## src/rtl/ro_scan_if.sv

```systemverilog
// ro_scan_if
// Result channel of the ring-oscillator scan counter.  The producer
// (master) presents an edge count, the channel it was measured on and a
// saturation flag, qualified by res_valid; the consumer (slave) accepts
// with res_ready.  A result is held stable until res_valid & res_ready.
//
// Signals:
//   res_data   CNT_W  edge count for one window
//   res_chan   SEL_W  channel index the count belongs to
//   res_sat    1      counter hit all-ones and dropped at least one edge
//   res_valid  1      result present
//   res_ready  1      consumer accepts the result this cycle
interface ro_scan_if #(
    parameter int CNT_W = 16,
    parameter int SEL_W = 11
);
    logic [CNT_W-1:0] res_data;
    logic [SEL_W-1:0] res_chan;
    logic             res_sat;
    logic             res_valid;
    logic             res_ready;

    modport master (
        output res_data,
        output res_chan,
        output res_sat,
        output res_valid,
        input  res_ready
    );

    modport slave (
        input  res_data,
        input  res_chan,
        input  res_sat,
        input  res_valid,
        output res_ready
    );
endinterface

```

## src/rtl/ro_scan_counter.sv

```systemverilog
// ro_scan_counter
// Selects one of NWAY ring-oscillator outputs, synchronises it into the clk
// domain and counts its rising edges over a programmable window.  One result
// per channel is returned on the ro_scan_if result channel.  Runs either
// measure a single channel or scan channels 0..NWAY-1, once or back-to-back.
// The counted RO must run below clk/2; faster oscillators alias.
//
// Ports:
//   clk, rst      system clock, asynchronous active-high reset
//   start         one-cycle pulse, begins a run when idle
//   continuous    restart runs back-to-back until cleared
//   single_mode   1 = measure chan_sel only, 0 = scan all channels
//   chan_sel      channel for single_mode
//   win_len       counting window in clk cycles (0 behaves as 1)
//   ro_in         raw RO outputs
//   ro_selected   raw RO currently routed by the select register
//   busy          a run is in progress
//   scan_done     one-cycle pulse after the last result of a run is accepted
//   sel_err       one-cycle pulse when a single-mode start names a bad channel
//   res           result channel (master side)
module ro_scan_counter #(
    parameter int NWAY       = 5,
    parameter int SEL_W      = 11,
    parameter int CNT_W      = 16,
    parameter int WIN_W      = 20,
    parameter int SETTLE_CYC = 4
) (
    input  logic             clk,
    input  logic             rst,
    input  logic             start,
    input  logic             continuous,
    input  logic             single_mode,
    input  logic [SEL_W-1:0] chan_sel,
    input  logic [WIN_W-1:0] win_len,
    input  logic [NWAY-1:0]  ro_in,
    output logic             ro_selected,
    output logic             busy,
    output logic             scan_done,
    output logic             sel_err,
    ro_scan_if.master        res
);

    typedef enum logic [1:0] {IDLE, SETTLE, COUNT, OUTPUT} state_t;

    localparam logic [SEL_W-1:0] LAST_CHAN   = SEL_W'(NWAY - 1);
    localparam logic [WIN_W-1:0] SETTLE_LOAD = WIN_W'(SETTLE_CYC - 1);

    state_t           state_q, state_d;
    logic [SEL_W-1:0] sel_q, sel_d;
    logic             single_q, single_d;
    logic             cont_q, cont_d;
    logic [WIN_W-1:0] win_q, win_d;
    logic [WIN_W-1:0] timer_q, timer_d;
    logic [CNT_W-1:0] cnt_q, cnt_d;
    logic             sat_q, sat_d;
    logic             done_q, done_d;
    logic             err_q, err_d;
    logic             sync1_q, sync2_q, sync3_q;
    logic             ro_mux;
    logic             ro_edge;
    logic             chan_bad;

    // Channel mux driven from the registered select, so the routed RO only
    // changes when the select register is loaded (always on entry to SETTLE).
    // Compared against each index rather than indexed, since SEL_W is wider
    // than the RO vector needs.
    always_comb begin
        ro_mux = 1'b0;
        for (int i = 0; i < NWAY; i++) begin
            if (sel_q == SEL_W'(i)) begin
                ro_mux = ro_in[i];
            end
        end
    end

    assign ro_selected = ro_mux;

    // Two-flop synchroniser plus a delay flop; a rising edge of the RO is seen
    // as sync2 high while sync3 is still low.
    always_ff @(posedge clk or posedge rst) begin
        if (rst) begin
            sync1_q <= 1'b0;
            sync2_q <= 1'b0;
            sync3_q <= 1'b0;
        end else begin
            sync1_q <= ro_mux;
            sync2_q <= sync1_q;
            sync3_q <= sync2_q;
        end
    end

    assign ro_edge = sync2_q & ~sync3_q;

    // Widened compare so that NWAY == 2^SEL_W still rejects nothing.
    assign chan_bad = ({1'b0, chan_sel} >= (SEL_W + 1)'(NWAY));

    // Next-state logic.  A single down-counter times both the settle period
    // and the counting window; it is loaded with length-1 and the phase ends
    // on the cycle it reads zero.  The continuous flag is latched at start
    // but ANDed with the live input every cycle, so clearing it at any point
    // in a run suppresses the restart at the end of that run.
    always_comb begin
        state_d  = state_q;
        sel_d    = sel_q;
        single_d = single_q;
        cont_d   = cont_q & continuous;
        win_d    = win_q;
        timer_d  = timer_q;
        cnt_d    = cnt_q;
        sat_d    = sat_q;
        done_d   = 1'b0;
        err_d    = 1'b0;

        case (state_q)
            IDLE: begin
                if (start) begin
                    if (single_mode && chan_bad) begin
                        err_d = 1'b1;
                    end else begin
                        state_d  = SETTLE;
                        sel_d    = single_mode ? chan_sel : '0;
                        single_d = single_mode;
                        cont_d   = continuous;
                        win_d    = (win_len == '0) ? WIN_W'(1) : win_len;
                        timer_d  = SETTLE_LOAD;
                    end
                end
            end

            SETTLE: begin
                if (timer_q == '0) begin
                    state_d = COUNT;
                    timer_d = win_q - WIN_W'(1);
                    cnt_d   = '0;
                    sat_d   = 1'b0;
                end else begin
                    timer_d = timer_q - WIN_W'(1);
                end
            end

            COUNT: begin
                if (ro_edge) begin
                    if (cnt_q == '1) begin
                        sat_d = 1'b1;
                    end else begin
                        cnt_d = cnt_q + CNT_W'(1);
                    end
                end
                if (timer_q == '0) begin
                    state_d = OUTPUT;
                end else begin
                    timer_d = timer_q - WIN_W'(1);
                end
            end

            OUTPUT: begin
                if (res.res_ready) begin
                    if (!single_q && (sel_q != LAST_CHAN)) begin
                        state_d = SETTLE;
                        sel_d   = sel_q + SEL_W'(1);
                        timer_d = SETTLE_LOAD;
                    end else begin
                        done_d = 1'b1;
                        if (cont_q && continuous) begin
                            state_d = SETTLE;
                            sel_d   = single_q ? sel_q : '0;
                            timer_d = SETTLE_LOAD;
                        end else begin
                            state_d = IDLE;
                        end
                    end
                end
            end

            default: begin
                state_d = IDLE;
            end
        endcase
    end

    // State and datapath registers.  The result fields are the counter and
    // select themselves: neither changes in OUTPUT, so they stay stable
    // under backpressure without a separate holding register.
    always_ff @(posedge clk or posedge rst) begin
        if (rst) begin
            state_q  <= IDLE;
            sel_q    <= '0;
            single_q <= 1'b0;
            cont_q   <= 1'b0;
            win_q    <= '0;
            timer_q  <= '0;
            cnt_q    <= '0;
            sat_q    <= 1'b0;
            done_q   <= 1'b0;
            err_q    <= 1'b0;
        end else begin
            state_q  <= state_d;
            sel_q    <= sel_d;
            single_q <= single_d;
            cont_q   <= cont_d;
            win_q    <= win_d;
            timer_q  <= timer_d;
            cnt_q    <= cnt_d;
            sat_q    <= sat_d;
            done_q   <= done_d;
            err_q    <= err_d;
        end
    end

    assign res.res_valid = (state_q == OUTPUT);
    assign res.res_data  = cnt_q;
    assign res.res_chan  = sel_q;
    assign res.res_sat   = sat_q;
    assign busy          = (state_q != IDLE);
    assign scan_done     = done_q;
    assign sel_err       = err_q;

endmodule

```

## src/flat_wrapper.sv

```systemverilog
// flat-port wrapper written by rule: the top's interface ports become plain ports
module ro_scan_counter_flat 
#(
    parameter int NWAY       = 5,
    parameter int SEL_W      = 11,
    parameter int CNT_W      = 16,
    parameter int WIN_W      = 20,
    parameter int SETTLE_CYC = 4
)
  (clk, rst, start, continuous, single_mode, chan_sel, win_len, ro_in, ro_selected, busy, scan_done, sel_err, res_res_data, res_res_chan, res_res_sat, res_res_valid, res_res_ready);
  ro_scan_if #(.CNT_W(CNT_W), .SEL_W(SEL_W)) res_i ();
  input  logic clk;
  input  logic rst;
  input  logic start;
  input  logic continuous;
  input  logic single_mode;
  input  logic [SEL_W-1:0] chan_sel;
  input  logic [WIN_W-1:0] win_len;
  input  logic [NWAY-1:0] ro_in;
  output logic ro_selected;
  output logic busy;
  output logic scan_done;
  output logic sel_err;
  output wire logic [$bits(res_i.res_data)-1:0] res_res_data;
  output wire logic [$bits(res_i.res_chan)-1:0] res_res_chan;
  output wire logic [$bits(res_i.res_sat)-1:0] res_res_sat;
  output wire logic [$bits(res_i.res_valid)-1:0] res_res_valid;
  input wire logic [$bits(res_i.res_ready)-1:0] res_res_ready;
  assign res_res_data = res_i.res_data;
  assign res_res_chan = res_i.res_chan;
  assign res_res_sat = res_i.res_sat;
  assign res_res_valid = res_i.res_valid;
  assign res_i.res_ready = res_res_ready;
  ro_scan_counter #(.NWAY(NWAY), .SEL_W(SEL_W), .CNT_W(CNT_W), .WIN_W(WIN_W), .SETTLE_CYC(SETTLE_CYC)) u_core (.clk(clk), .rst(rst), .start(start), .continuous(continuous), .single_mode(single_mode), .chan_sel(chan_sel), .win_len(win_len), .ro_in(ro_in), .ro_selected(ro_selected), .busy(busy), .scan_done(scan_done), .sel_err(sel_err), .res(res_i));
endmodule
```

## config.mk

```make
export PLATFORM = sky130hd
export DESIGN_NAME = ro_scan_counter_flat
export DESIGN_NICKNAME = d
export VERILOG_FILES = /design/src/rtl/ro_scan_if.sv /design/src/rtl/ro_scan_counter.sv /design/src/flat_wrapper.sv
export SDC_FILE = /design/constraint.sdc
export NUM_CORES = 1
export LEC_CHECK = 0
export BUFFER_PORTS_ARGS = -buffer_cell sky130_fd_sc_hd__buf_4
export CORE_ASPECT_RATIO = 0.5
export CORE_UTILIZATION = 60
export CTS_BUF_LIST = sky130_fd_sc_hd__clkbuf_8
export DETAILED_ROUTE_END_ITERATION = 7
export PLACE_DENSITY = 0.93
export SETUP_SLACK_MARGIN = 0.5
export SLEW_MARGIN = 20
export SYNTH_ARGS = -nofsm -noshare
export SYNTH_HDL_FRONTEND = slang
export SYNTH_SLANG_ARGS = --single-unit
```

## constraint.sdc

```tcl
create_clock -name clk -period 7.5 [get_ports clk]
set_input_delay 0.375 -clock clk [delete_from_list [all_inputs] [get_ports clk]]
set_output_delay 0.375 -clock clk [all_outputs]
set_load 0.01 [all_outputs]
```

==> impl_metrics.env <==
export IMPL_status="complete, no violations"
export IMPL_use_met3=0.1164
export IMPL_grt_util_met1=0.4241
export IMPL_drtIter0Drc=426
export IMPL_async_reset_ff_frac=1.000
export IMPL_finalCritPeriodShare=0.4096
export IMPL_post_dp_hpwl_mm=8.754
export IMPL_postCtsSetupBuffers=0
export IMPL_grt_pass1_wl_mm=20.25
export IMPL_routedWlPerCell_um=17.92
export IMPL_synth_top_area_share=0.4082
export IMPL_worst_pin_slew_ns=0.9759
export IMPL_io_buffers=74
export IMPL_cts_made_buffers=9
export IMPL_ios=75
export IMPL_start_util=0.6328
export IMPL_dp_slack_ns=4.512
export IMPL_cp_cell_sequence="inv_1, ha_1, and2_1, a31o_2, a311oi_1, nand2_2, o21ai_0, o21ai_1"
export IMPL_hold_viol=0
export IMPL_core_area_um2=7460
export IMPL_layout_drive_gt1_share=0.2156
export IMPL_cts_resized=0
export IMPL_cts_max_level=3
export IMPL_cts_sinks=77
export IMPL_clock_path_buffers=2
export IMPL_place_gp_congestion=0.9315
export IMPL_finClkSkew_ns=0.009823
export IMPL_fin_tns_setup_ns=0
export IMPL_rows=22
export IMPL_areaGrowthSynthToFinish_pct=16.33
export IMPL_yosys_top_cells_count="dfrtp_1, nand2_1, o21ai_0, nor2_1, a21oi_1"
export IMPL_powerDensity_nw_per_um2=400.0
export IMPL_die_h_um=64.72
export IMPL_yosysWarnings=0
export IMPL_synth_main_ff_cell="dfrtp_1"
export IMPL_synthCells=522
export IMPL_final_nets=638
export IMPL_wirelength_mm=12.49
export IMPL_cp_end_kind="register"
export IMPL_p_leak_uw=0.002412
export IMPL_synthDistinctLibCells=63
export IMPL_cts_root_buf="clkbuf_8"
export IMPL_cp_max_fo=18
export IMPL_viasPerCell=6.425
export IMPL_num_vias=4478
export IMPL_layout_setup_ws_ns=4.428
export IMPL_ctsHoldBuffers=0
export IMPL_ys_ff_latch=77
export IMPL_relSlewSlack=0.3494
export IMPL_dieArea_um2=8248
export IMPL_grtUsageTotal=0.3210
export IMPL_grt_max_degree=78
export IMPL_cp_slowest_stage_delay_ns=0.80
export IMPL_critPathSlowestCell="a311oi_1"
export IMPL_die_width_um=127.4
export IMPL_required_ns=7.74
export IMPL_dr_pass1_iters=5
export IMPL_antenna_cells=0
export IMPL_drv_cap=0
export IMPL_post_synth_top_count_cell="dfrtp_1"
export IMPL_crit_path_start_kind="register"
export IMPL_use_met2=0.4932
export IMPL_synth_area_per_cell_um2=9.044
export IMPL_setup_viol=0
export IMPL_grt_ovfl_total=0
export IMPL_drcViolationCount=0
export IMPL_grt_busiest_layer="met2"
export IMPL_synth_seq_area_share=0.4082
export IMPL_synth_area_leaders="dfrtp_1, mux2_2, o21ai_0"
export IMPL_synth_top_area_cell="dfrtp_1"
export IMPL_antenna_found_initial=0
export IMPL_rrSetupSlack_ns=4.43
export IMPL_mappedNetlistArea_um2=4721
export IMPL_rsz0062_at_grt="false"
export IMPL_crit_arrival_ns=3.32
export IMPL_synth_edff_count=0
export IMPL_nFillCells=536
export IMPL_final_antenna_net_count=0
export IMPL_cts_tree="done"
export IMPL_fin_crit_ns=3.072
export IMPL_clkTransAtPathRegs_ns=0.08
export IMPL_first_global_vias=4086
export IMPL_critical_path_class="register to register"
export IMPL_synth_nets=576
export IMPL_clock_insertion_delay_worst_skew_ns=0.38
export IMPL_peakVddDrop_mv=0.2714
export IMPL_slew_violations=0
export IMPL_fmax_mhz=325.5
export IMPL_hold_class="input pin to register"
==> layout make-up <==
class / count / area [um2] / area share
multi-input cells: 405 / 2639 / 0.4805
flip-flops and latches: 77 / 1927 / 0.3509
repair buffers: 75 / 563.0 / 0.1025
inverters: 16 / 60.06 / 0.01094
well taps: 108 / 135.1 / 0.02461
clock inverters: 7 / 43.79 / 0.007974
clock buffers: 9 / 123.9 / 0.02256
==> through the flow <==
stage | power [uW] | std cells | instance area [um2] | util | hold WS [ns]
6_report | 2196 | 697 | 5492 | 0.7362 | 0.2178
5_1_grt | 2340 | 697 | 5492 | 0.7362 | 0.2031
4_1_cts | 2158 | 697 | 5477 | 0.7342 | 0.2119
3_5_place_dp | 1870 | 681 | 5309 | 0.7117 | 0.3362
3_3_place_gp | 1823 | 681 | 5309 | 0.7117 | 0.3334
2_1_floorplan | 1568 | 522 | 4721 | - | 0.3312
==> final timing paths <==
| check | start | end | cells after the start |
|---|---|---|---|
| max in group asynchronous | rst | u_core.res.res_data[11] | 3 |
| min in group asynchronous | rst | u_core.res.res_data[2] | 3 |
| max reg2reg | u_core.res.res_chan[0] | u_core.timer_q[11] | 8 |
| min reg2reg | u_core.sync1_q | u_core.sync2_q | 0 |
| max | u_core.res.res_chan[0] | u_core.timer_q[11] | 8 |
| min | continuous | u_core.cont_q | 2 |
==> registers in the layout (all words and copies together) (netlist names) <==
| signal | count |
|---|---|
| u_core.res.res_data | 16 |
| u_core.res.res_chan | 11 |
| u_core.state_q | 2 |
| u_core.sync1_q | 1 |
| u_core.sync3_q | 1 |
| u_core.single_q | 1 |
| u_core.sync2_q | 1 |
| u_core.timer_q | 20 |
| u_core.scan_done | 1 |
| u_core.win_q | 20 |
| u_core.sel_err | 1 |
| u_core.res.res_sat | 1 |
| u_core.cont_q | 1 |
==> layer usage <==
metal	part of all wire	vias up
li1	-	2043
met1	0.42	2126
met2	0.45	270
met3	0.11	39
met4	0.019	0
met5	0	-
==> critical path: cells and delay by family (launching register included) <==
kind            cells  cell delay, ns
buf+inv             1            0.12
simple gates        2            0.63
compound gates      4            1.51
fa+ha+maj           1            0.24
flops               1            0.44
==> layout by cell type, fill, tap and decap left out, drive strengths merged, types with 4 or more instances in the layout <==
master	instances
a21oi	26
a22o	4
a22oi	4
a31oi	6
a32oi	5
and2	4
and3	16
buf	75
clkbuf	9
clkinvlp	4
dfrtp	77
ha	12
inv	17
mux2	20
mux2i	4
nand2	48
nand3	22
nand4	7
nor2	40
nor2b	6
nor3	16
nor4	21
o211ai	4
o21ai	48
o22ai	5
o31ai	4
or3	4
or4	6
xnor2	12
xor2	23
==> logic make-up after synthesis <==
kind of cell | synth area share
AND/OR/NAND/NOR | 0.2322
AO/OA/AOI/OAI | 0.1699
flip-flops | 0.4082
buffers and inverters | 0.03684
XOR/XNOR | 0.06493
multiplexers | 0.05619
adder cells (fa/ha/maj) | 0.03180
==> report_power, final <==
| group | switching [uW] | leakage, uW | internal [uW] | total, uW |
|---|---|---|---|---|
| clock network | 165 | 0.0000784 | 117 | 282 |
| registers | 173 | 0.00101 | 552 | 725 |
| logic | 736 | 0.00133 | 453 | 1190 |
| total | 1070 | 0.00241 | 1120 | 2200 |
Note: power is estimated with default switching activity, not from simulation.
